### src/rtl/simple_pkg.sv
// Shared types for the SIMPLE fetch path: machine word, fetch FSM states and queue entry.
package simple_pkg;

   localparam int unsigned WORD_W = 16;

   typedef logic [WORD_W-1:0] word_t;

   typedef enum logic [1:0] {
      IDLE  = 2'd0,
      REQ   = 2'd1,
      DRAIN = 2'd2
   } fetch_state_t;

   typedef struct packed {
      word_t pc;
      word_t data;
   } fetch_entry_t;

endpackage

### src/rtl/ifq_fifo.sv
// DEPTH-entry ring buffer of {pc, data} fetch entries with head/tail pointers carrying a wrap bit.
module ifq_fifo
   import simple_pkg::*;
#(
   parameter int unsigned DEPTH = 4
) (
   input  logic                       clock,
   input  logic                       resetN,
   input  logic                       push,
   input  logic                       pop,
   input  logic                       flush,
   input  logic [WORD_W-1:0]          wrPC,
   input  logic [WORD_W-1:0]          wrData,
   output logic [WORD_W-1:0]          rdPC,
   output logic [WORD_W-1:0]          rdData,
   output logic                       empty,
   output logic [$clog2(DEPTH+1)-1:0] count
);

   localparam int unsigned AW = $clog2(DEPTH);
   localparam int unsigned PW = AW + 1;

   fetch_entry_t  store_q [DEPTH];
   fetch_entry_t  head_entry;
   logic [PW-1:0] head_q;
   logic [PW-1:0] tail_q;

   always_ff @(posedge clock or negedge resetN) begin
      if (!resetN) begin
         head_q <= '0;
         tail_q <= '0;
      end else if (flush) begin
         head_q <= '0;
         tail_q <= '0;
      end else begin
         if (push) tail_q <= tail_q + PW'(1);
         if (pop)  head_q <= head_q + PW'(1);
      end
   end

   always_ff @(posedge clock or negedge resetN) begin
      if (!resetN) begin
         for (int i = 0; i < DEPTH; i++) store_q[i] <= '0;
      end else if (push && !flush) begin
         store_q[tail_q[AW-1:0]] <= '{pc: wrPC, data: wrData};
      end
   end

   assign head_entry = store_q[head_q[AW-1:0]];
   assign rdPC       = head_entry.pc;
   assign rdData     = head_entry.data;
   // Pointers differ only in the wrap bit when full, so the difference is the occupancy.
   assign empty      = (head_q == tail_q);
   assign count      = tail_q - head_q;

endmodule

### src/rtl/instruction_fetch_queue.sv
// Sequential prefetcher feeding the instruction register; redirect flushes buffered and in-flight words.
// Optional IFQ_BYPASS_EN forwards an ack straight to ir* when the queue is empty.
module instruction_fetch_queue
   import simple_pkg::*;
#(
   parameter int unsigned DEPTH    = 4,
   parameter word_t       RESET_PC = 16'h0000
) (
   input  logic                       clock,
   input  logic                       resetN,
   output logic                       memReq,
   output logic [WORD_W-1:0]          memAddr,
   input  logic                       memAck,
   input  logic [WORD_W-1:0]          memData,
   output logic                       irValid,
   output logic [WORD_W-1:0]          irData,
   output logic [WORD_W-1:0]          irPC,
   input  logic                       irTake,
   input  logic                       redirect,
   input  logic [WORD_W-1:0]          redirectPC,
   output logic [$clog2(DEPTH+1)-1:0] count
);

   localparam int unsigned   CW         = $clog2(DEPTH+1);
   localparam logic [CW-1:0] FULL_COUNT = CW'(DEPTH);

   fetch_state_t  state_q, state_d;
   word_t         fetch_pc_q, fetch_pc_d;
   word_t         mem_addr_q, mem_addr_d;
   word_t         head_pc, head_data;
   logic          ack_req;
   logic          fifo_empty;
   logic          fifo_push;
   logic          fifo_pop;
   logic          bypass_take;
   logic [CW-1:0] count_next;

   assign ack_req = (state_q == REQ) && memAck;

`ifdef IFQ_BYPASS_EN
   logic bypass;
   assign bypass      = ack_req && fifo_empty && !redirect;
   assign bypass_take = bypass && irTake;
   assign irValid     = !fifo_empty || bypass;
   assign irData      = bypass ? memData    : head_data;
   assign irPC        = bypass ? mem_addr_q : head_pc;
`else
   assign bypass_take = 1'b0;
   assign irValid     = !fifo_empty;
   assign irData      = head_data;
   assign irPC        = head_pc;
`endif

   // Redirect overrides both the pop and any ack write in the same cycle.
   assign fifo_pop   = irTake && !fifo_empty && !redirect;
   assign fifo_push  = ack_req && !redirect && !bypass_take;
   assign count_next = count + CW'(fifo_push) - CW'(fifo_pop);

   always_comb begin
      state_d    = state_q;
      fetch_pc_d = fetch_pc_q;
      mem_addr_d = mem_addr_q;
      case (state_q)
         IDLE: begin
            if (redirect) begin
               state_d    = REQ;
               mem_addr_d = redirectPC;
            end else if (count < FULL_COUNT) begin
               state_d    = REQ;
               mem_addr_d = fetch_pc_q;
            end
         end
         REQ: begin
            if (redirect) begin
               if (memAck) mem_addr_d = redirectPC;
               else        state_d    = DRAIN;
            end else if (memAck) begin
               fetch_pc_d = fetch_pc_q + 16'd1;
               mem_addr_d = fetch_pc_q + 16'd1;
               if (count_next >= FULL_COUNT) state_d = IDLE;
            end
         end
         DRAIN: begin
            // The in-flight word is stale; its address stays on the bus until it returns.
            if (memAck) begin
               state_d    = REQ;
               mem_addr_d = redirect ? redirectPC : fetch_pc_q;
            end
         end
         default: state_d = IDLE;
      endcase
      if (redirect) fetch_pc_d = redirectPC;
   end

   always_ff @(posedge clock or negedge resetN) begin
      if (!resetN) begin
         state_q    <= IDLE;
         fetch_pc_q <= RESET_PC;
         mem_addr_q <= RESET_PC;
      end else begin
         state_q    <= state_d;
         fetch_pc_q <= fetch_pc_d;
         mem_addr_q <= mem_addr_d;
      end
   end

   assign memReq  = (state_q != IDLE);
   assign memAddr = mem_addr_q;

   ifq_fifo #(
      .DEPTH (DEPTH)
   ) u_fifo (
      .clock  (clock),
      .resetN (resetN),
      .push   (fifo_push),
      .pop    (fifo_pop),
      .flush  (redirect),
      .wrPC   (mem_addr_q),
      .wrData (memData),
      .rdPC   (head_pc),
      .rdData (head_data),
      .empty  (fifo_empty),
      .count  (count)
   );

endmodule

### config.mk
export PLATFORM = sky130hd
export DESIGN_NAME = instruction_fetch_queue
export DESIGN_NICKNAME = d
export VERILOG_FILES = /design/src/rtl/simple_pkg.sv /design/src/rtl/ifq_fifo.sv /design/src/rtl/instruction_fetch_queue.sv
export SDC_FILE = /design/constraint.sdc
export NUM_CORES = 1
export LEC_CHECK = 0
export BUFFER_PORTS_ARGS = -buffer_cell sky130_fd_sc_hd__buf_2
export CAP_MARGIN = 20
export CELL_PAD_IN_SITES_DETAIL_PLACEMENT = 0
export CELL_PAD_IN_SITES_GLOBAL_PLACEMENT = 1
export CORE_MARGIN = 10
export CORE_UTILIZATION = 40
export CTS_CLUSTER_DIAMETER = 120
export DETAILED_ROUTE_END_ITERATION = 8
export GPL_TIMING_DRIVEN = 0
export HOLD_SLACK_MARGIN = 0.03
export PLACE_DENSITY = 0.74
export SYNTH_ARGS = -nofsm -noshare
export SYNTH_HDL_FRONTEND = slang
export SYNTH_HIERARCHICAL = 1
export SYNTH_SLANG_ARGS = --single-unit
export TNS_END_PERCENT = 5
### constraint.sdc
create_clock -name clock -period 2.4 [get_ports clock]
set_input_delay 0 -clock clock [delete_from_list [all_inputs] [get_ports clock]]
set_output_delay 0 -clock clock [all_outputs]
set_load 0.02 [all_outputs]
==> summary.md, run 1 <==
| Metric | Value |
|---|---|
| Total GRT Usage | `0.1508` |
| VDD IR max | `416.7 uV` |
| Final Max Slew Viols | `0` |
| CP endpoint kind | `flop` |
| Final non-filler cell area | `10700 sq um` |
| Nets | `797` |
| PD cells | `909.6 nW/um^2` |
| Synth unique cells | `50` |
| Port Buffers | `slightly below 90` |
| Initial antenna violation count | `0` |
| Drt wl/cell | `20.28 um` |
| Core box area | `approximately 22000 sq um` |
| Number of synthesized flops with an enable pin | `0` |
| DP Area | `about 9600 sq um` |
| Post-Syn Instances | `591` |
| Remaining global-route overflow | `0` |
| Top-area cell type share of the netlist area | `0.4806` |
| Setup violators final | `0` |
| Sw Share | `0.3323` |
| Finished Core Util | `0.4934` |
| Initial Utilization | `0.4033` |
| Die Ht | `167.9 um` |
| Syn Nets | `639` |
| Root buf cell | `clkbuf_16` |
| 1st-iter DRT viols | `~330` |
| Gp weighted congestion | `about 0.85` |
| Mapped Area | `a little under 9000 sq um` |
| First-pass GRT wire length | `34110 um` |
| # clock sinks | `168` |
| CTS Buf Count | `17` |
| Post-DP HPWL | `around 15000 um` |
| Flop pwr share | `0.410` |
| Clock buffer depth | `2` |
| Crit-path max cell delay | `0.56 ns` |
| Setup_tns | `0 ns` |
| Crit path max fanout | `3` |
| CP arrival | `roughly 2.5 ns` |
| Final hold vios | `0` |
| Power share of the combinational group | `0.316` |
| Register area share after synthesis | `0.4806` |
| Clock Skew | `around 0.011 ns` |
| Run status | `completed` |
| Top-count cell post-synth | `dfrtp_1` |
| WHS Path Cells | `3` |
| Synthesis Warnings | `6` |
| Max Freq | `445.4 MHz` |
| Worst reg2reg endpoint | `state_q[0]$_DFFE_PN0P_` |
| Flop2flop setup slack | `0.15 ns` |
| Cells on worst reg2reg path | `10` |
| CP startpoint kind | `flop` |
| Share of cells above drive strength 1 | `0.4987` |
| N_diodes | `0` |
| Tmin final | `between 2 and 2.5 ns` |
| Synth Area per Inst | `14.80 sq um` |
| Clock power frac | `0.274` |
| Commonest cells in the netlist | `168 x dfrtp_1, 120 x mux2_4, 34 x nand2_1` |
| Drt drc | `0` |
| Synthesized flop and latch total | `168` |
| Tightest Pin Transition | `0.7755 ns` |
| R2r startpoint | `u_fifo/tail_q[0]$_DFFE_PN0P_` |
| Top post-synthesis cells by area | `dfrtp_1 48%, mux2_4 21%, mux4_2 8.2%` |
| Vias | `5359` |
| CP Data Required Time | `approximately 2.7 ns` |
| Horiz. Die Dim | `167.9 um` |
| Max-cap violations | `0` |
| P_sw | `roughly 0.0032 W` |
| Dominant synthesized flop cell | `dfrtp_1` |
| Die area | `about 28000 sq um` |
| Max-slew headroom | `0.4830` |
| Remaining antenna violation count | `0` |
| Synth-to-Final Area Change | `22.34%` |
| TritonCTS clock tree | `built` |
| Fin crit share | `0.9355` |
| H-tree lvl count | `4` |
| Worst skew pair latency | `0.43 ns` |
| Async SR Flop Fraction | `1.000` |
| Standard-cell rows | `54` |
| Hold worst-path end | `u_fifo/store_q[94]$_DFFE_PN0P_` |
| Worst Hold Class | `in2reg` |
| Power Internal | `0.006500 W` |
| Clk pin slew, worst setup/hold paths | `about 0.07 ns` |
| Number of global-route vias before repair | `5925` |
| Pwr Total | `0.009734 W` |
| LEAKAGE | `5.352 nW` |
| Yosys top cell by area | `dfrtp_1` |
| TritonRoute pass-1 iters | `6` |
| Worst path cell trace | `inv_2, ha_4, inv_1, fa_2, inv_1, ha_1, a31oi_2, xnor2_1, o32ai_1, a21oi_1` |
| Largest net degree at the start of global routing | `101` |
| Critical-path top delay cell | `fa_2` |
| Routed Wire Length | `21130 um` |
| Setup Crit Path Kind | `reg2reg` |
| Worst min-delay path startpoint | `redirect` |
| Top cell by count, worst path | `inv_1` |
| Count of boundary I/O pins | `90` |
| Vias per Instance | `5.143` |
[repair_timing]
item	CTS	global route
gates resized for setup	10	8
endpoints found under the hold margin	202	0
hold buffers	36	0
endpoints found under the setup margin	17	1
pin swaps	6	6
buffers inserted	6	10
[placed cells by master, fill, tap and decap left out, drive strengths merged, types with 2 or more instances in the layout]
cell type,netlist,routed
dfrtp,168,168
mux2,139,139
buf,33,136
dlygate4sd3,0,36
nand2,34,34
mux4,32,32
clkbuf,4,25
nor2,23,23
inv,17,21
xor2,20,20
o21ai,14,14
xnor2,13,13
mux2i,11,11
a21oi,11,11
nand3,11,11
nor3,11,11
ha,10,10
nand3b,7,7
nor4,6,6
o31ai,5,5
clkinv,0,5
a31oi,4,4
nand4,3,3
nor2b,2,2
clkinvlp,0,2
a21bo,2,2
nand2b,2,2
[cell families after synthesis]
| group | synth area share |
|---|---|
| mux | 0.3254 |
| compound gates | 0.03133 |
| xor+xnor | 0.03304 |
| simple gates | 0.07166 |
| buf+inv | 0.04134 |
| fa+ha+maj | 0.01659 |
| flops | 0.4806 |
[worst max-delay path, delay by kind of cell, from the launching register on]
kind / cells / cell delay (ns)
AO/OA/AOI/OAI: 3 / 0.47
XOR/XNOR: 1 / 0.09
adder cells (fa/ha/maj): 3 / 0.96
buffers and inverters: 3 / 0.20
flip-flops: 1 / 0.40
[area by class of cell]
cell class | count | area [sq um]
plain buffers | 35 | 291.5
clock buffers | 21 | 480.5
clock inverters | 11 | 88.84
fillers | 1843 | 10990
inverters | 17 | 71.32
multi-input cells | 369 | 4253
flip-flops and latches | 168 | 4208
well taps | 280 | 350.3
repair buffers | 141 | 958.4
[stage by stage]
step / hold slack, ns / setup slack [ns] / instances
after floorplan: -0.2956 / -0.04025 / 591
after global placement: 0.2412 / -1.147 / 959
after detailed placement: 0.1050 / -0.2785 / 960
after CTS: 0.04598 / 0.0005904 / 1033
after global routing: 0.06460 / -0.02615 / 1042
final: 0.05740 / 0.1549 / 1042
[power groups by stage]
stage | logic, W | clock network [W] | registers [W]
floorplan | 0.00206 | 0 | 0.00396
global placement | 0.00293 | 0 | 0.00397
detailed placement | 0.00301 | 0 | 0.00404
CTS | 0.00308 | 0.00271 | 0.00400
global route | 0.00331 | 0.00283 | 0.00408
finish | 0.00308 | 0.00267 | 0.00399
[worst max-delay path by stage]
stage,startpoint,endpoint,slack [ns]
finish,u_fifo/tail_q[0]$_DFFE_PN0P_,state_q[0]$_DFFE_PN0P_,0.15
global route,u_fifo/tail_q[0]$_DFFE_PN0P_,state_q[0]$_DFFE_PN0P_,-0.03
CTS,u_fifo/head_q[1]$_DFFE_PN0P_,state_q[0]$_DFFE_PN0P_,0.0006
detailed placement,u_fifo/head_q[1]$_DFFE_PN0P_,state_q[0]$_DFFE_PN0P_,-0.28
global placement,resetN,u_fifo/store_q[56]$_DFFE_PN0P_,-1.15
floorplan,u_fifo/head_q[1]$_DFFE_PN0P_,state_q[0]$_DFFE_PN0P_,-0.04
[state kept, by name, indices dropped and copies added, names as in the netlist]
| name | cells |
|---|---|
| fetch_pc_q | 16 |
| u_fifo/tail_q | 3 |
| u_fifo/head_q | 3 |
| u_fifo/store_q | 128 |
| state_q | 2 |
| memAddr | 16 |
[per-layer routing]
metal	track usage	up-vias	part of all wire
met3	0.03679	11	0.040
met5	0	-	0
met1	0.2018	2798	0.47
met4	0.03444	0	0.0080
li1	-	2441	-
met2	0.2416	109	0.48
(Power assumes the default switching activity.)
==> inputs of run 2 (changes only) <==
- CORE_UTILIZATION: 40 -> 29
- PLACE_DENSITY: 0.74 -> 0.58
==> run 2 against run 1 <==
  * Flip-flop and latch count unchanged
  * Worst setup slack got worse by 0.10 ns
  * Wire length increased by 1.5%
  * Worst hold slack got worse by 0.0012 ns
  * Clock power increased by 4%
  * Total power increased by 1.2%
  * Die area increased by 33%
  * Cell area increased by 1.4%
  * Cell count increased by 10%
  * Critical path type unchanged
  * Largest power group unchanged
==> summary.md, run 2 (same netlist as run 1, synthesis figures left out) <==
| Metric | Value |
|---|---|
| Vias per Instance | `4.494 (-13%)` |
| VDD IR max | `503.2 uV (+21%)` |
| Worst Hold Class | `in2reg` |
| CP endpoint kind | `flop` |
| Standard-cell rows | `63 (+17%)` |
| RSZ-0062 raised after global routing | `true` |
| Top reg by flops | `u_fifo/store_q` |
| H-tree lvl count | `4 (unchanged)` |
| Die area | `37510 sq um (+33%)` |
| Commonest cells after routing, fill and taps aside | `162 x dfrtp_1, 120 x mux2_4, 99 x buf_2` |
| DP Area | `9742 sq um (+1.4%)` |
| Total GRT Usage | `0.1172 (-0.03359)` |
| CP Data Required Time | `2.69 ns (about the same)` |
| Initial antenna violation count | `0 (unchanged)` |
| 1st-iter DRT viols | `237 (-29%)` |
| Routed Wire Length | `21440 um (+1.5%)` |
| Max-cap violations | `0 (unchanged)` |
| First-pass GRT wire length | `35010 um (+2.7%)` |
| Clk pin slew, worst setup/hold paths | `0.07 ns (about the same)` |
| Tightest Pin Transition | `0.5797 ns (-0.1958 ns)` |
| # fillers | `2841 (+54%)` |
| Commonest non-fill, non-tap cell in the layout | `dfrtp_1` |
| Post-DP HPWL | `14860 um (+1.5%)` |
| Run status | `completed` |
| Initial Utilization | `0.2943 (-0.1090)` |
| Largest net degree at the start of global routing | `106 (+5.0%)` |
| Fin crit share | `0.9784 (+0.04294)` |
| CP arrival | `2.64 ns (+0.11 ns)` |
| Worst Hold Margin | `0.05619 ns (-0.001210 ns)` |
| # clock sinks | `168 (unchanged)` |
| Clock Skew | `0.008747 ns (-0.002040 ns)` |
| Max-slew headroom | `0.6135 (+0.1306)` |
| N_diodes | `0 (unchanged)` |
| Max reg flops | `128 (unchanged)` |
| Worst skew pair latency | `0.43 ns (about the same)` |
| Setup Crit Path Kind | `reg2reg` |
| Root buf cell | `clkbuf_16` |
| Core box area | `29720 sq um (+37%)` |
| TritonRoute pass-1 iters | `4 (-2)` |
| Tmin final | `2.348 ns (+0.1031 ns)` |
| Finished Core Util | `0.3651 (-0.1283)` |
| Final Max Slew Viols | `0 (unchanged)` |
| TritonCTS clock tree | `built` |
| Final hold vios | `0 (unchanged)` |
| Share of cells above drive strength 1 | `0.5033 (+0.004606)` |
| Final non-filler cell area | `10850 sq um (+1.4%)` |
| Port Buffers | `88 (unchanged)` |
| PD cells | `907.6 nW/um^2 (-0.22%)` |
| Clock buffer depth | `2 (unchanged)` |
| Remaining antenna violation count | `0 (unchanged)` |
| Vias | `5164 (-3.6%)` |
| CTS Buf Count | `17 (unchanged)` |
| Count of boundary I/O pins | `90 (unchanged)` |
| Horiz. Die Dim | `193.7 um (+15%)` |
| Nets | `794 (-0.38%)` |
| Drt drc | `0 (unchanged)` |
| Die Ht | `193.7 um (+15%)` |
| LEAKAGE | `5.333 nW (-0.36%)` |
| Drt wl/cell | `18.66 um (-8.0%)` |
| Max Freq | `425.9 MHz (-4.4%)` |
| Synth-to-Final Area Change | `24.03%` |
| CP startpoint kind | `flop` |
| Remaining global-route overflow | `0 (unchanged)` |
| Crit path max fanout | `4 (+1)` |
| Setup violators final | `0 (unchanged)` |
| Gp weighted congestion | `0.7917 (-6.5%)` |
| Number of global-route vias before repair | `5776 (-2.5%)` |
## run 2: changes by cell type in the layout (fill, tap and decap cells not counted), sizes merged
cell,delta
clkinv,-3
bufinv,+2
clkbuf,-3
buf,-2
clkinvlp,+2
inv,+1
## run 2: cell type report
| type | count | area, sq um | share of cell area |
|---|---|---|---|
| tap | 390 | 488.0 | 0.04498 |
| inverter | 17 | 71.32 | 0.006574 |
| timing repair buffer | 138 | 935.9 | 0.08626 |
| clock buffer | 19 | 442.9 | 0.04083 |
| multi-input combinational | 369 | 4267 | 0.3933 |
| clock inverter | 13 | 143.9 | 0.01326 |
| buffer | 35 | 289.0 | 0.02664 |
| sequential | 168 | 4212 | 0.3882 |
## run 2: final timing paths
kind	to	start	depth (start not counted)	slack, ns
hold reg to reg	u_fifo/store_q[31]$_DFFE_PN0P_	u_fifo/store_q[31]$_DFFE_PN0P_	1	0.51
setup reg to reg	state_q[0]$_DFFE_PN0P_	u_fifo/tail_q[0]$_DFFE_PN0P_	10	0.05
setup / recovery	state_q[0]$_DFFE_PN0P_	u_fifo/tail_q[0]$_DFFE_PN0P_	10	0.05
max in group asynchronous	state_q[0]$_DFFE_PN0P_	resetN	3	1.36
hold / removal	u_fifo/store_q[93]$_DFFE_PN0P_	redirect	3	0.06
min in group asynchronous	u_fifo/store_q[106]$_DFFE_PN0P_	resetN	2	0.12
## run 2: power by group
part,switching [W],internal (W),leakage [nW]
Combinational,0.00147,0.00159,2.88
Clock,0.00122,0.00158,0.277
Sequential,0.000535,0.00346,2.17
## run 2: what timing repair did
| action | CTS | global route |
|---|---|---|
| resized for setup | 2 | 23 |
| gates cloned | 0 | 0 |
| pin swaps | 2 | 8 |
| endpoints found under the hold margin | 166 | 0 |
| buffers inserted | 2 | 11 |
| endpoints found under the setup margin | 17 | 4 |
| hold buffers | 36 | 0 |
## run 2: critical path, stage by stage, from the launching register on
cell     delay [ns]
dfrtp_2        0.44
inv_4          0.08
ha_4           0.13
inv_2          0.04
fa_2           0.60
inv_2          0.05
ha_4           0.21
a31oi_4        0.18
xnor2_1        0.11
o32ai_1        0.26
a21oi_1        0.10
## run 2: metal layers
metal,vias to the layer above,global-route usage,routed length (um)
met5,-,0,0
met4,0,0.02890,170
met3,12,0.03008,864
met2,94,0.1796,9923
met1,2623,0.1611,10480
li1,2435,-,-
## run 2: through the flow
| stage | setup TNS (ns) | total power [W] | setup WS, ns | instances |
|---|---|---|---|---|
| floorplan | -0.05948 | 0.006021 | -0.04025 | 591 |
| global placement | -275.02 | 0.007023 | -1.657 | 1069 |
| detailed placement | -1.744 | 0.007058 | -0.2611 | 1070 |
| CTS | -0.03468 | 0.009959 | -0.03468 | 1139 |
| global route | -0.04815 | 0.01045 | -0.03431 | 1149 |
| finish | 0 | 0.009847 | 0.05184 | 1149 |
==> inputs of run 3 (changes only) <==
- CAP_MARGIN: 20 -> default
- PLACE_DENSITY: 0.58 -> 0.59
- SYNTH_HIERARCHICAL: 1 -> default
==> run 3 against run 2 <==
  * Area after synthesis shrank 6.8%
  * Cell area shrank 5.9%
  * Cell count shrank 1.9%
  * Sequential power grew 13%
  * Total power grew 24%
  * Largest cell class is now sequential cells
  * Synthesized cell count shrank 0.51%
==> summary.md, run 3 <==
| Metric | Value |
|---|---|
| Pwr Total | `0.01226 W (+24%)` |
| Commonest cells in the netlist | `168 x dfrtp_1, 106 x mux2_2, 34 x nand2_1` |
| DP Area | `9170 sq um (-5.9%)` |
| CP arrival | `2.73 ns (+0.09 ns)` |
| Horiz. Die Dim | `187.7 um (-3.1%)` |
| 1st-iter DRT viols | `230 (-3.0%)` |
| Post-Syn Instances | `588 (-0.51%)` |
| First-pass GRT wire length | `33420 um (-4.6%)` |
| Final Max Slew Viols | `0 (unchanged)` |
| Share of cells above drive strength 1 | `0.4433 (-0.06004)` |
| Vias per Instance | `4.649 (+3.4%)` |
| Number of global-route vias before repair | `5832 (+0.97%)` |
| Number of synthesized flops with an enable pin | `0 (unchanged)` |
| Port Buffers | `88 (unchanged)` |
| CP startpoint kind | `flop` |
| Initial Utilization | `0.2936 (-0.0007497)` |
| Vias | `5239 (+1.5%)` |
| Commonest non-fill, non-tap cell in the layout | `dfrtp_1` |
| Top-count cell post-synth | `dfrtp_1` |
| Mapped Area | `8157 sq um (-6.8%)` |
| Initial antenna violation count | `0 (unchanged)` |
| Multi-input gate area | `3715 sq um (-13%)` |
| Tightest Pin Transition | `0.6494 ns (+0.06968 ns)` |
| Final non-filler cell area | `10210 sq um (-5.9%)` |
| Final hold vios | `0 (unchanged)` |
| Max-cap violations | `0 (unchanged)` |
| Drt wl/cell | `18.62 um (-0.20%)` |
| PD cells | `1201 nW/um^2 (+32%)` |
| Remaining global-route overflow | `0 (unchanged)` |
| Yosys top cell by area | `dfrtp_1` |
| Synthesized flop and latch total | `168 (unchanged)` |
| CTS Buf Count | `17 (unchanged)` |
| Gp weighted congestion | `0.7792 (-1.6%)` |
| Die Ht | `187.7 um (-3.1%)` |
| Fin crit share | `0.9897 (+0.01129)` |
| Worst Hold Margin | `0.05149 ns (-0.004700 ns)` |
| Max-slew headroom | `0.5671 (-0.04645)` |
| LEAKAGE | `4.639 nW (-13%)` |
| Dominant synthesized flop cell | `dfrtp_1` |
| Nets | `784 (-1.3%)` |
| Critical-path top delay cell | `dfrtp_1` |
| Synthesis Warnings | `0 (-6)` |
| Total GRT Usage | `0.1207 (+0.003523)` |
| Remaining antenna violation count | `0 (unchanged)` |
| Count of boundary I/O pins | `90 (unchanged)` |
| Top-area cell type share of the netlist area | `0.5154 (+0.03480)` |
| Clk pin slew, worst setup/hold paths | `0.07 ns (about the same)` |
| CP bufs+invs | `4 (+1)` |
| Core box area | `27780 sq um (-6.5%)` |
| CP Data Required Time | `2.75 ns (+0.06 ns)` |
| Top reg by flops | `u_fifo.store_q` |
| TritonCTS clock tree | `built` |
| Root buf cell | `clkbuf_16` |
| N_diodes | `0 (unchanged)` |
| Clock buffer depth | `2 (unchanged)` |
| RSZ-0062 raised after global routing | `true` |
| Drt drc | `0 (unchanged)` |
| Synth unique cells | `48 (-4.0%)` |
| FF/Latch Area | `4207 sq um (-0.12%)` |
| Die area | `35240 sq um (-6.1%)` |
| VDD IR max | `487.1 uV (-3.2%)` |
| Worst skew pair latency | `0.43 ns (about the same)` |
| Crit-path max cell delay | `0.36 ns (-0.24 ns)` |
| Syn Nets | `636 (-0.47%)` |
| TritonRoute pass-1 iters | `4 (unchanged)` |
| Max reg flops | `128 (unchanged)` |
| Top post-synthesis cells by area | `dfrtp_1 52%, mux2_2 15%, mux4_2 8.8%` |
| # fillers | `2751 (-3.2%)` |
| Run status | `completed` |
| Standard-cell rows | `61 (-3.2%)` |
| Crit path max fanout | `3 (-1)` |
| Worst path cell trace | `clkbuf_8, clkbuf_16, inv_4, ha_4, nand3_4, nand2_4, nor2_2, ha_2, inv_2, ha_4, a21oi_4, xnor2_2, mux2_4, nor3_4` |
| Largest net degree at the start of global routing | `111 (+4.7%)` |
| Max Freq | `421.0 MHz (-1.1%)` |
| Synth-to-Final Area Change | `25.14%` |
| CP endpoint kind | `flop` |
| Routed Wire Length | `20990 um (-2.1%)` |
| Synth Area per Inst | `13.87 sq um (-6.3%)` |
| Async SR Flop Fraction | `1.000 (unchanged)` |
| H-tree lvl count | `4 (unchanged)` |
| Clock Skew | `0.01183 ns (+0.003082 ns)` |
| Commonest cells after routing, fill and taps aside | `166 x dfrtp_1, 105 x mux2_2, 96 x buf_2` |
| Post-DP HPWL | `15060 um (+1.3%)` |
| Top cell by count, worst path | `ha_4` |
| Setup violators final | `0 (unchanged)` |
| Register area share after synthesis | `0.5154 (+0.03480)` |
| # clock sinks | `168 (unchanged)` |
| Tmin final | `2.375 ns (+0.02710 ns)` |
| Setup Crit Path Kind | `reg2reg` |
| Worst Hold Class | `in2reg` |
| CP delay by family, top | `adder cells` |
run 3: cell count changes after synthesis, sizes merged, moves of 6 or more:
cell    before  now
nand3b       7    0
nor3        11    5
nand4        3    9
nor2        23   34
run 3: repair_timing:
action / 4_1_cts / 5_1_grt
gates resized for setup: 12 / 11
hold buffers: 35 / 0
pin swaps: 4 / 5
endpoints found under the hold margin: 163 / 0
setup buffers: 4 / 1
endpoints found under the setup margin: 42 / 20
run 3: layer usage:
layer | share of wire | wire [um] | global-route usage
met1 | 0.45 | 9479 | 0.1552
met2 | 0.50 | 10400 | 0.2002
met3 | 0.043 | 902 | 0.02913
met4 | 0.010 | 210 | 0.02831
met5 | 0 | 0 | 0
run 3: worst paths after layout:
path	startpoint	end	slack, ns	cells after the start
max	u_fifo.head_q[1]$_DFFE_PN0P_	state_q[0]$_DFFE_PN0P_	0.02	14
max reg2reg	u_fifo.head_q[1]$_DFFE_PN0P_	state_q[0]$_DFFE_PN0P_	0.02	14
min reg2reg	u_fifo.store_q[102]$_DFFE_PN0P_	u_fifo.store_q[102]$_DFFE_PN0P_	0.49	1
min	memAck	fetch_pc_q[5]$_DFFE_PN0P_	0.05	4
max in group asynchronous	resetN	u_fifo.tail_q[1]$_DFFE_PN0P_	1.31	3
min in group asynchronous	resetN	u_fifo.store_q[107]$_DFFE_PN0P_	0.08	2
run 3: logic make-up after synthesis:
group / share of synthesized area
DFF: 0.5154
AOI/OAI and AO/OA: 0.03421
xor gates and xnor gates: 0.03436
and+or+nand+nor: 0.07532
buffers and inverters: 0.03973
muxes: 0.2832
adders and majority gates: 0.01779
run 3: power breakdown:
group	internal (W)	switching [W]	leakage, nW
logic	0.00239	0.00262	2.23
registers	0.00381	0.000712	2.13
clock network	0.00148	0.00124	0.279
total	0.00768	0.00458	4.64
run 3: layout make-up:
| type | count | area share |
|---|---|---|
| flip-flops and latches | 168 | 0.4121 |
| multi-input cells | 372 | 0.3639 |
| repair buffers | 129 | 0.08482 |
| well taps | 378 | 0.04633 |
| clock buffers | 18 | 0.04204 |
| plain buffers | 36 | 0.03150 |
| clock inverters | 14 | 0.01459 |
| inverters | 12 | 0.004658 |
run 3: worst reg2reg max path, stage by stage, from the launching register on:
cell,delay (ns)
dfrtp_1,0.36
clkbuf_8,0.14
clkbuf_16,0.12
inv_4,0.03
ha_4,0.26
nand3_4,0.08
nand2_4,0.10
nor2_2,0.04
ha_2,0.18
inv_2,0.06
ha_4,0.19
a21oi_4,0.16
xnor2_2,0.15
mux2_4,0.34
nor3_4,0.10
run 3: per-stage QoR:
step / util / setup slack, ns / setup TNS (ns) / instances
floorplan: - / -0.07052 / -0.07052 / 588
global placement: 0.3287 / -1.170 / -194.48 / 1054
global route: 0.3674 / -0.1199 / -0.3557 / 1127
detailed placement: 0.3301 / -0.3836 / -0.4483 / 1055
finish: 0.3674 / 0.02474 / 0 / 1127
CTS: 0.3661 / -0.07580 / -0.07580 / 1126
